--- config.mk ---
export PLATFORM = sky130hd
export DESIGN_NAME = lsu_bus_adapter_flat
export DESIGN_NICKNAME = d
export VERILOG_FILES = /design/src/rtl/lsu_bus_adapter_if.sv /design/src/rtl/lsu_bus_adapter.sv /design/src/flat_wrapper.sv
export SDC_FILE = /design/constraint.sdc
export NUM_CORES = 1
export LEC_CHECK = 0
export ABC_AREA = 1
export BUFFER_PORTS_ARGS = -buffer_cell sky130_fd_sc_hd__buf_2
export CORE_AREA = 2 2 144 146
export CTS_CLUSTER_DIAMETER = 50
export CTS_CLUSTER_SIZE = 8
export DETAILED_ROUTE_END_ITERATION = 10
export DIE_AREA = 0 0 146 148
export GPL_TIMING_DRIVEN = 0
export PLACE_DENSITY = 0.5
export SETUP_SLACK_MARGIN = 0.2
export SLEW_MARGIN = 20
export SYNTH_ARGS = -nofsm -noshare
export SYNTH_HDL_FRONTEND = slang
export SYNTH_SLANG_ARGS = --single-unit
--- constraint.sdc ---
create_clock -name clk -period 1.65 [get_ports clk]
set_input_delay 0.0825 -clock clk [delete_from_list [all_inputs] [get_ports clk]]
set_output_delay 0.0825 -clock clk [all_outputs]
set_load 0.01 [all_outputs]
--- src/rtl/lsu_bus_adapter_if.sv ---
// Core-side and memory-side bundles for the load/store bus adapter.
// The adapter is the slave of the core bundle and the master of the memory bundle.

interface lsu_core_if;
  logic        mem_req;
  logic        mem_we;
  logic [2:0]  funct3;
  logic [31:0] addr;
  logic [31:0] wdata;
  logic [31:0] rdata;
  logic        stall;
  logic        fault;

  modport master (
    output mem_req, mem_we, funct3, addr, wdata,
    input  rdata, stall, fault
  );

  modport slave (
    input  mem_req, mem_we, funct3, addr, wdata,
    output rdata, stall, fault
  );
endinterface

interface lsu_bus_if;
  logic        bus_req;
  logic        bus_we;
  logic [31:0] bus_addr;
  logic [3:0]  bus_be;
  logic [31:0] bus_wdata;
  logic        bus_ack;
  logic [31:0] bus_rdata;

  modport master (
    output bus_req, bus_we, bus_addr, bus_be, bus_wdata,
    input  bus_ack, bus_rdata
  );

  modport slave (
    input  bus_req, bus_we, bus_addr, bus_be, bus_wdata,
    output bus_ack, bus_rdata
  );
endinterface

--- src/rtl/lsu_bus_adapter.sv ---
// Load/store adapter: turns single-cycle core data accesses into sized, lane-steered
// requests on a variable-latency word bus, stalling the core until each completes.

module lsu_bus_adapter #(
  parameter int unsigned TIMEOUT = 15,
  parameter int unsigned CW      = 8
) (
  input  logic      clk,
  input  logic      reset_n,
  lsu_core_if.slave core,
  lsu_bus_if.master bus
);

  localparam int unsigned DW = 32;
  localparam int unsigned BW = DW / 8;

  generate
    if (TIMEOUT < 1 || TIMEOUT > 255 || (TIMEOUT >> CW) != 0) begin : g_bad_param
      $error("lsu_bus_adapter: TIMEOUT must be 1..255 and fit in CW bits");
    end
  endgenerate

  typedef enum logic [1:0] {
    S_IDLE = 2'd0,
    S_BUSY = 2'd1,
    S_DONE = 2'd2
  } state_e;

  state_e          state_q, state_d;
  logic [CW-1:0]   cnt_q, cnt_d;
  logic [2:0]      f3_q, f3_d;
  logic [1:0]      off_q, off_d;
  logic            req_q, req_d;
  logic            we_q, we_d;
  logic [DW-1:0]   addr_q, addr_d;
  logic [BW-1:0]   be_q, be_d;
  logic [DW-1:0]   wdata_q, wdata_d;
  logic [DW-1:0]   rdata_q, rdata_d;
  logic            fault_q, fault_d;

  logic            bad_f3_c;
  logic            misaligned_c;
  logic            legal_c;
  logic [BW-1:0]   lane_be_c;
  logic [DW-1:0]   lane_wdata_c;
  logic [DW-1:0]   shifted_c;
  logic [7:0]      byte_c;
  logic [15:0]     half_c;
  logic [DW-1:0]   load_val_c;

  // Access legality, judged on the live request fields while idle
  always_comb begin
    bad_f3_c     = 1'b0;
    misaligned_c = 1'b0;
    if (core.mem_we) begin
      bad_f3_c = (core.funct3 >= 3'b011);
    end else begin
      bad_f3_c = (core.funct3 == 3'b011) || (core.funct3[2:1] == 2'b11);
    end
    if (core.funct3[1:0] == 2'b01 && core.addr[0]) begin
      misaligned_c = 1'b1;
    end
    if (core.funct3[1:0] == 2'b10 && core.addr[1:0] != 2'b00) begin
      misaligned_c = 1'b1;
    end
    legal_c = !bad_f3_c && !misaligned_c;
  end

  // Store lane steering; loads read the whole word
  always_comb begin
    lane_be_c    = {BW{1'b1}};
    lane_wdata_c = '0;
    if (core.mem_we) begin
      unique case (core.funct3[1:0])
        2'b00: begin
          lane_be_c    = BW'(4'b0001 << core.addr[1:0]);
          lane_wdata_c = {4{core.wdata[7:0]}};
        end
        2'b01: begin
          lane_be_c    = BW'(4'b0011 << core.addr[1:0]);
          lane_wdata_c = {2{core.wdata[15:0]}};
        end
        default: begin
          lane_be_c    = {BW{1'b1}};
          lane_wdata_c = core.wdata;
        end
      endcase
    end
  end

  // Load extraction and extension from the returned word
  always_comb begin
    shifted_c = bus.bus_rdata >> {off_q, 3'b000};
    byte_c    = shifted_c[7:0];
    half_c    = off_q[1] ? bus.bus_rdata[31:16] : bus.bus_rdata[15:0];
    unique case (f3_q)
      3'b000:  load_val_c = {{24{byte_c[7]}}, byte_c};
      3'b100:  load_val_c = {24'h000000, byte_c};
      3'b001:  load_val_c = {{16{half_c[15]}}, half_c};
      3'b101:  load_val_c = {16'h0000, half_c};
      default: load_val_c = bus.bus_rdata;
    endcase
  end

  // Next-state and registered-output logic
  always_comb begin
    state_d = state_q;
    cnt_d   = cnt_q;
    f3_d    = f3_q;
    off_d   = off_q;
    req_d   = req_q;
    we_d    = we_q;
    addr_d  = addr_q;
    be_d    = be_q;
    wdata_d = wdata_q;
    rdata_d = rdata_q;
    fault_d = fault_q;

    unique case (state_q)
      S_IDLE: begin
        if (core.mem_req) begin
          if (legal_c) begin
            state_d = S_BUSY;
            cnt_d   = '0;
            f3_d    = core.funct3;
            off_d   = core.addr[1:0];
            req_d   = 1'b1;
            we_d    = core.mem_we;
            addr_d  = {core.addr[31:2], 2'b00};
            be_d    = lane_be_c;
            wdata_d = lane_wdata_c;
          end else begin
            state_d = S_DONE;
            rdata_d = '0;
            fault_d = 1'b1;
          end
        end
      end

      S_BUSY: begin
        if (bus.bus_ack || cnt_q == CW'(TIMEOUT)) begin
          // An ack on the final allowed cycle still counts as success
          state_d = S_DONE;
          fault_d = !bus.bus_ack;
          rdata_d = (bus.bus_ack && !we_q) ? load_val_c : '0;
          req_d   = 1'b0;
          we_d    = 1'b0;
          addr_d  = '0;
          be_d    = '0;
          wdata_d = '0;
        end else begin
          cnt_d = cnt_q + CW'(1);
        end
      end

      S_DONE: begin
        state_d = S_IDLE;
        rdata_d = '0;
        fault_d = 1'b0;
      end

      default: begin
        state_d = S_IDLE;
      end
    endcase
  end

  always_ff @(posedge clk or negedge reset_n) begin
    if (!reset_n) begin
      state_q <= S_IDLE;
      cnt_q   <= '0;
      f3_q    <= '0;
      off_q   <= '0;
      req_q   <= 1'b0;
      we_q    <= 1'b0;
      addr_q  <= '0;
      be_q    <= '0;
      wdata_q <= '0;
      rdata_q <= '0;
      fault_q <= 1'b0;
    end else begin
      state_q <= state_d;
      cnt_q   <= cnt_d;
      f3_q    <= f3_d;
      off_q   <= off_d;
      req_q   <= req_d;
      we_q    <= we_d;
      addr_q  <= addr_d;
      be_q    <= be_d;
      wdata_q <= wdata_d;
      rdata_q <= rdata_d;
      fault_q <= fault_d;
    end
  end

  // Stall is combinational so the core freezes in the same cycle it issues
  assign core.stall = reset_n & core.mem_req & (state_q != S_DONE);
  assign core.rdata = rdata_q;
  assign core.fault = fault_q;

  assign bus.bus_req   = req_q;
  assign bus.bus_we    = we_q;
  assign bus.bus_addr  = addr_q;
  assign bus.bus_be    = be_q;
  assign bus.bus_wdata = wdata_q;

endmodule

--- src/flat_wrapper.sv ---
// flat-port wrapper written by rule: the top's interface ports become plain ports
module lsu_bus_adapter_flat 
#(
  parameter int unsigned TIMEOUT = 15,
  parameter int unsigned CW      = 8
)
  (clk, reset_n, core_mem_req, core_mem_we, core_funct3, core_addr, core_wdata, core_rdata, core_stall, core_fault, bus_bus_req, bus_bus_we, bus_bus_addr, bus_bus_be, bus_bus_wdata, bus_bus_ack, bus_bus_rdata);
  lsu_core_if core_i ();
  lsu_bus_if bus_i ();
  input  logic clk;
  input  logic reset_n;
  input wire logic [$bits(core_i.mem_req)-1:0] core_mem_req;
  input wire logic [$bits(core_i.mem_we)-1:0] core_mem_we;
  input wire logic [$bits(core_i.funct3)-1:0] core_funct3;
  input wire logic [$bits(core_i.addr)-1:0] core_addr;
  input wire logic [$bits(core_i.wdata)-1:0] core_wdata;
  output wire logic [$bits(core_i.rdata)-1:0] core_rdata;
  output wire logic [$bits(core_i.stall)-1:0] core_stall;
  output wire logic [$bits(core_i.fault)-1:0] core_fault;
  output wire logic [$bits(bus_i.bus_req)-1:0] bus_bus_req;
  output wire logic [$bits(bus_i.bus_we)-1:0] bus_bus_we;
  output wire logic [$bits(bus_i.bus_addr)-1:0] bus_bus_addr;
  output wire logic [$bits(bus_i.bus_be)-1:0] bus_bus_be;
  output wire logic [$bits(bus_i.bus_wdata)-1:0] bus_bus_wdata;
  input wire logic [$bits(bus_i.bus_ack)-1:0] bus_bus_ack;
  input wire logic [$bits(bus_i.bus_rdata)-1:0] bus_bus_rdata;
  assign core_i.mem_req = core_mem_req;
  assign core_i.mem_we = core_mem_we;
  assign core_i.funct3 = core_funct3;
  assign core_i.addr = core_addr;
  assign core_i.wdata = core_wdata;
  assign core_rdata = core_i.rdata;
  assign core_stall = core_i.stall;
  assign core_fault = core_i.fault;
  assign bus_bus_req = bus_i.bus_req;
  assign bus_bus_we = bus_i.bus_we;
  assign bus_bus_addr = bus_i.bus_addr;
  assign bus_bus_be = bus_i.bus_be;
  assign bus_bus_wdata = bus_i.bus_wdata;
  assign bus_i.bus_ack = bus_bus_ack;
  assign bus_i.bus_rdata = bus_bus_rdata;
  lsu_bus_adapter #(.TIMEOUT(TIMEOUT), .CW(CW)) u_core (.clk(clk), .reset_n(reset_n), .core(core_i), .bus(bus_i));
endmodule
**Word-level counts from Yosys, hierarchy flattened**

Index checks and enable logic that the tools add are counted.

- $add $sub $neg: 1
- Multipliers: 0
- Div/mod/pow operators: 0
- $lt $le $gt $ge: 1
- Eq/ne operators: 16
- Shift-type cells: 3
- Mux-type cells: 44
- Bitwise operators: 2
- Reductions and logical operators: 21

Operators with widths:

| kind | number |
|---|---|
| 32-bit 2-to-1 mux | 10 |
| 32-bit case mux with 2 select lines | 3 |
| 32-bit case mux with 4 select lines | 1 |
| 32-bit case mux with 3 select lines | 1 |
| 32-bit by 5-bit >> shifter with 8-bit output | 1 |
| 8-bit 2-to-1 mux | 3 |
| 16-bit 2-to-1 mux | 1 |
| 4-bit 2-to-1 mux | 4 |
| 4-bit case mux with 2 select lines | 2 |
| 8-bit case mux with 2 select lines | 1 |
| 4-bit AND reduction | 3 |
| 1-bit 2-to-1 mux | 11 |
| 8-bit by 1-bit adder with 8-bit output, second input constant | 1 |
| 8-bit by 4-bit == test with 1-bit output, second input constant | 1 |
| 2-bit inequality test, second input constant | 4 |
| 2-bit == test, second input constant | 3 |
| 3-bit == test, second input constant | 2 |
| 2-bit 2-to-1 mux | 3 |
| 2-bit by 1-bit == test with 1-bit output, second input constant | 2 |
| 1-bit logical AND | 4 |
| 1-bit zero test | 4 |
| 2-bit zero test | 2 |
| 2-bit by 1-bit inequality test with 1-bit output, second input constant | 2 |
| 1-bit case mux with 2 select lines | 2 |
| other kinds (14) | 17 |

- Flip-flop bits (word level): 118
- Latch bits: 0
- Memory bits (writable): 0
- Bits in read-only memories: 0
- Output and inout bits: 104
- Memories: 0

**Depth between registers and ports, before layout**

- Depth after elaboration: 9
- Depth in mapped cells: 10
- Mapped depth without buffers: 9

**Worst setup path after synthesis**

Ideal clock, no wire load.

- Path type: reg2reg
- Start: reg u_core.cnt_q[0]
- End: reg u_core.addr_q[17], in the netlist u_core.bus.bus_addr[17]
- Setup time: 0.117 ns
- Data arrival time: 1.383 ns
- Path slack: 0.150 ns
- Cell stages (with the launch flop): 11
- Cells stage by stage: dfrtp_1 > ha_1 > nand2_1 > nor2_2 > nand3_2 > nand3_4 > nand3_2 > buf_6 > buf_8 > nand2_2 > nand2_1

- Word-level cells in the longest chain between the ends: 4

RTL lines:

| item | RTL line | text |
|---|---|---|
| start: declaration | lsu_bus_adapter.sv:30 | `logic [CW-1:0] cnt_q, cnt_d;` |
| start signal: assignment | lsu_bus_adapter.sv:183 | `cnt_q <= cnt_d;` |
| 8-bit by 4-bit == test with 1-bit output | lsu_bus_adapter.sv:141 | `if (bus.bus_ack \|\| cnt_q == CW'(TIMEOUT)) begin` |
| 1-bit logical OR | lsu_bus_adapter.sv:141 |  |
| 2-bit by 1-bit inequality test with 1-bit output (no line) | -- |  |
| 4-bit AND reduction (no line) | -- |  |
| end signal: assignment | lsu_bus_adapter.sv:188 | `addr_q <= addr_d;` |
| end: declaration | lsu_bus_adapter.sv:35 | `logic [DW-1:0] addr_q, addr_d;` |

Every way passes these cells.
A chain may end at the register's enable or synchronous reset.

**Final worst setup path**

- Start: reg u_core.cnt_q[0]
- End: reg u_core.addr_q[23], in the netlist u_core.bus.bus_addr[23]

The elaborated chain is that of the path after synthesis.

==> impl_results.md <==
- CP startpoint: u_core.cnt_q[0]
- Placed cell area: 7320 um^2
- Xor/xnor share of the synthesized area: 0.297%
- Met3 Use GR: 6.45%
- Final worst path period share: 98.8%
- Clock slew at reported path FFs: 60 ps
- Status: finished, violations left
- Worst-Margin Slew: 532 ps
- Final instance area: 9260 um^2
- Number of fillers in the final layout: 2092
- Startpoint types: register
- Arr. time, crit path: 1940 ps
- Mux cell area share after synthesis: 0%
- GRT Resource Usage Total: 19.2%
- Wirelength per Cell: 15.2 um
- Compound-Gate Fraction of Synth Area: 3.99%
- Via density: 4.55
- Synth Warn #: 0
- Die area: 21600 um^2
- Fraction of synthesized cell area taken by the top area cell type: 49.2%
- Largest family of logic cells by synthesized area: simple AND/OR/NAND/NOR gates
- Max_slew headroom: 64.6%
- Max Fclk: 613 MHz
- Crit end category: register
- Max Slew Vio Count: 0
- Failing checks: hold timing
- Remaining global-route overflow: 0
- Sequential share of the synthesized area: 49.2%
- Post-synth EDFFs: 0
- CP max FO: 7
- Final setup margin: 19.3 ps
- Ranking of synthesized cells by area: dfrtp_1 (49%), nand2_1 (21%), nand3_1 (9.2%)
- PD cells: 1720 nW/um^2
- Pin count of the biggest net entering global routing: 80
- Share of cells above drive strength 1: 37.8%
- Comb power frac: 47.3%
- Max H-tree Level: 4
- Synthesized area: 5900 um^2
- Met1 usage: 24.9%
- Area of the multi-input gates: 3030 um^2
- Min Tclk post-route: 1630 ps
- First-pass GRT wire length: 32700 um
- Final setup violation count: 0
- Async SR Flop Fraction: 100%
- Min Hold Slack: -172 ps
- Routed vias: 6285
- Core Rows: 52
- Yosys reg bits: 116
- RSZ-0062 raised after global routing: yes
- Total net switching power: 6680 uW
- Clock power share: 22.4%
- CTS max path bufs: 2
- Dpl hpwl: 14900 um
- Core area: 20000 um^2
- Initial antenna violation count: 4
- Adder-Cell Fraction of Synth Area: 0.212%
- GRT busiest layer: met2
- Internal power: 9290 uW
- Synth top cells by count: nand2_1 (332), dfrtp_1 (116), nand3_1 (108), nor2_1 (62), inv_1 (34)
- Total CTS buffers: 17
- Root buf cell: clkbuf_16
- Clk_skew: 11.0 ps
- # nets final: 1201
- Top FF cell, synth: dfrtp_1
- Syn_area_per_cell: 7.44 um^2
- Die height: 148 um
- CTS tree: yes
- Port Buffers: 205
- Met2 Resource Use GR: 30.7%
- Placer Congestion: 0.868
- Part of the power in registers: 30.3%
- Crit path required time: 1960 ps
- FF/Latch Area: 2910 um^2
- Setup WS pre-CTS: -87.0 ps
- Clk_lat worst skew: 420 ps
- Synth Instances: 792
- DR iter-0 viols: 268
- Endpoints failing hold: 78
- Most common cell in the netlist: nand2_1
- Maximum VDD drop: 788 uV
- Pre-antenna DRT Iters: 5
- DRC violations left: 0
- Cell taking the most area after synthesis: dfrtp_1
- Power Total: 16000 uW
- Post-synth cell types: 37
- Routed WL: 21000 um
- Worst Hold Class: in -> async
- Area added between synthesis and finish: 57.1%
- Max_cap viols: 0
- Starting Density: 29.4%
- Simple-gate portion of the synthesized area: 40.0%
- Worst reg2reg startpoint: u_core.cnt_q[0]
- Num Clock Sinks: 116
- Crit Path Category: reg -> reg
- Cts hold-fix bufs: 58
- Die X-Extent: 146 um
- Leak pwr: 0.00516 uW
- Sw Share: 41.8%
- DRT antenna net count: 0
- Vias in the first global route: 6091
- Ports: 208
[path summary, 6_finish.rpt]
kind                                                 to  slack, ps  cells past startpoint
min in group clk                  u_core.core.rdata[10]         30                      5
worst min-delay path              u_core.core.rdata[10]       -170                      4
worst max register to register  u_core.bus.bus_addr[23]         20                     10
worst min register to register    u_core.core.rdata[12]        460                      2
worst max-delay path            u_core.bus.bus_addr[23]         20                     10
max in group asynchronous        u_core.bus.bus_addr[9]        950                      6
[final cells by class]
class | count | area share (%)
inverter | 41 | 1.77
buffer | 37 | 3.27
tap | 270 | 3.65
antenna | 1 | 0.0270
sequential | 116 | 31.4
timing repair buffer | 283 | 21.1
clock buffer | 18 | 4.74
clock inverter | 14 | 1.39
multi-input combinational | 600 | 32.7
[layer usage]
metal | part of all wire (%) | vias to the layer above
li1 | - | 3130
met1 | 44 | 2887
met2 | 46 | 229
met3 | 7.8 | 33
met4 | 1.7 | 6
met5 | 0.19 | -
[timing repair]
item | CTS | global route
pin swaps | 4 | 14
hold endpoints to repair | 169 | 78
setup endpoints to repair | 116 | 116
resized for setup | 47 | 103
gates cloned | 1 | 5
buffers inserted | 11 | 3
[metrics by stage]
| step | instances | util, % | hold WS [ps] | setup TNS (ps) |
|---|---|---|---|---|
| after floorplan | 793 | - | -213 | 0 |
| after global placement | 1268 | 36.3 | 312 | -139060 |
| after detailed placement | 1269 | 36.5 | -13.8 | -1790 |
| after CTS | 1371 | 43.9 | -147 | 0 |
| after global routing | 1380 | 46.2 | -135 | -2900 |
| final | 1380 | 46.2 | -172 | 0 |
[cell usage in the layout (no fill, tap or decap), types with 5 or more instances in the layout]
cell           instances
nand2_1              264
buf_2                211
dfrtp_1              113
nand3_1              107
nand2_2               61
nor2_1                56
dlygate4sd3_1         54
inv_1                 32
nand2_4               22
o21ai_0               22
clkbuf_16             21
buf_4                 18
nor2_2                 8
nor3_1                 8
or2_2                  8
nand3_4                7
inv_2                  6
a21oi_1                6
buf_8                  6
buf_6                  5
clkbuf_4               5
clkbuf_1               5
buf_12                 5
[logic make-up after synthesis]
logic type | Yosys count
and+or+nand+nor | 552
xor gates and xnor gates | 2
AOI/OAI and AO/OA | 42
other | 1
DFF | 116
adders and majority gates | 1
buffers and inverters | 78
[flip-flops by register name (all words and copies together), names as in the netlist]
signal	cells
u_core.f3_q	3
u_core.bus.bus_wdata	32
u_core.bus.bus_req	1
u_core.cnt_q	8
u_core.core.fault	1
u_core.state_q	2
u_core.off_q	2
u_core.bus.bus_we	1
u_core.core.rdata	32
u_core.bus.bus_addr	30
u_core.bus.bus_be	4
[worst max-delay path, stage by stage, from the launching register on]
cell	delay, ps
dfrtp_1	400
ha_4	170
nand2_4	50
nor2_4	110
nand3_4	90
nand3_4	110
nand3_4	120
buf_12	190
clkbuf_16	160
nand2_2	50
nand2_1	50
[power groups by stage]
stage / Clock [uW] / Combinational [uW] / Sequential (uW)
5_1_grt: 3780 / 8330 / 4990
3_3_place_gp: 0 / 5840 / 4650
2_1_floorplan: 0 / 3050 / 5090
4_1_cts: 3680 / 6670 / 4640
6_report: 3570 / 7550 / 4850
3_5_place_dp: 0 / 5890 / 4630
(Power assumes the default switching activity.)
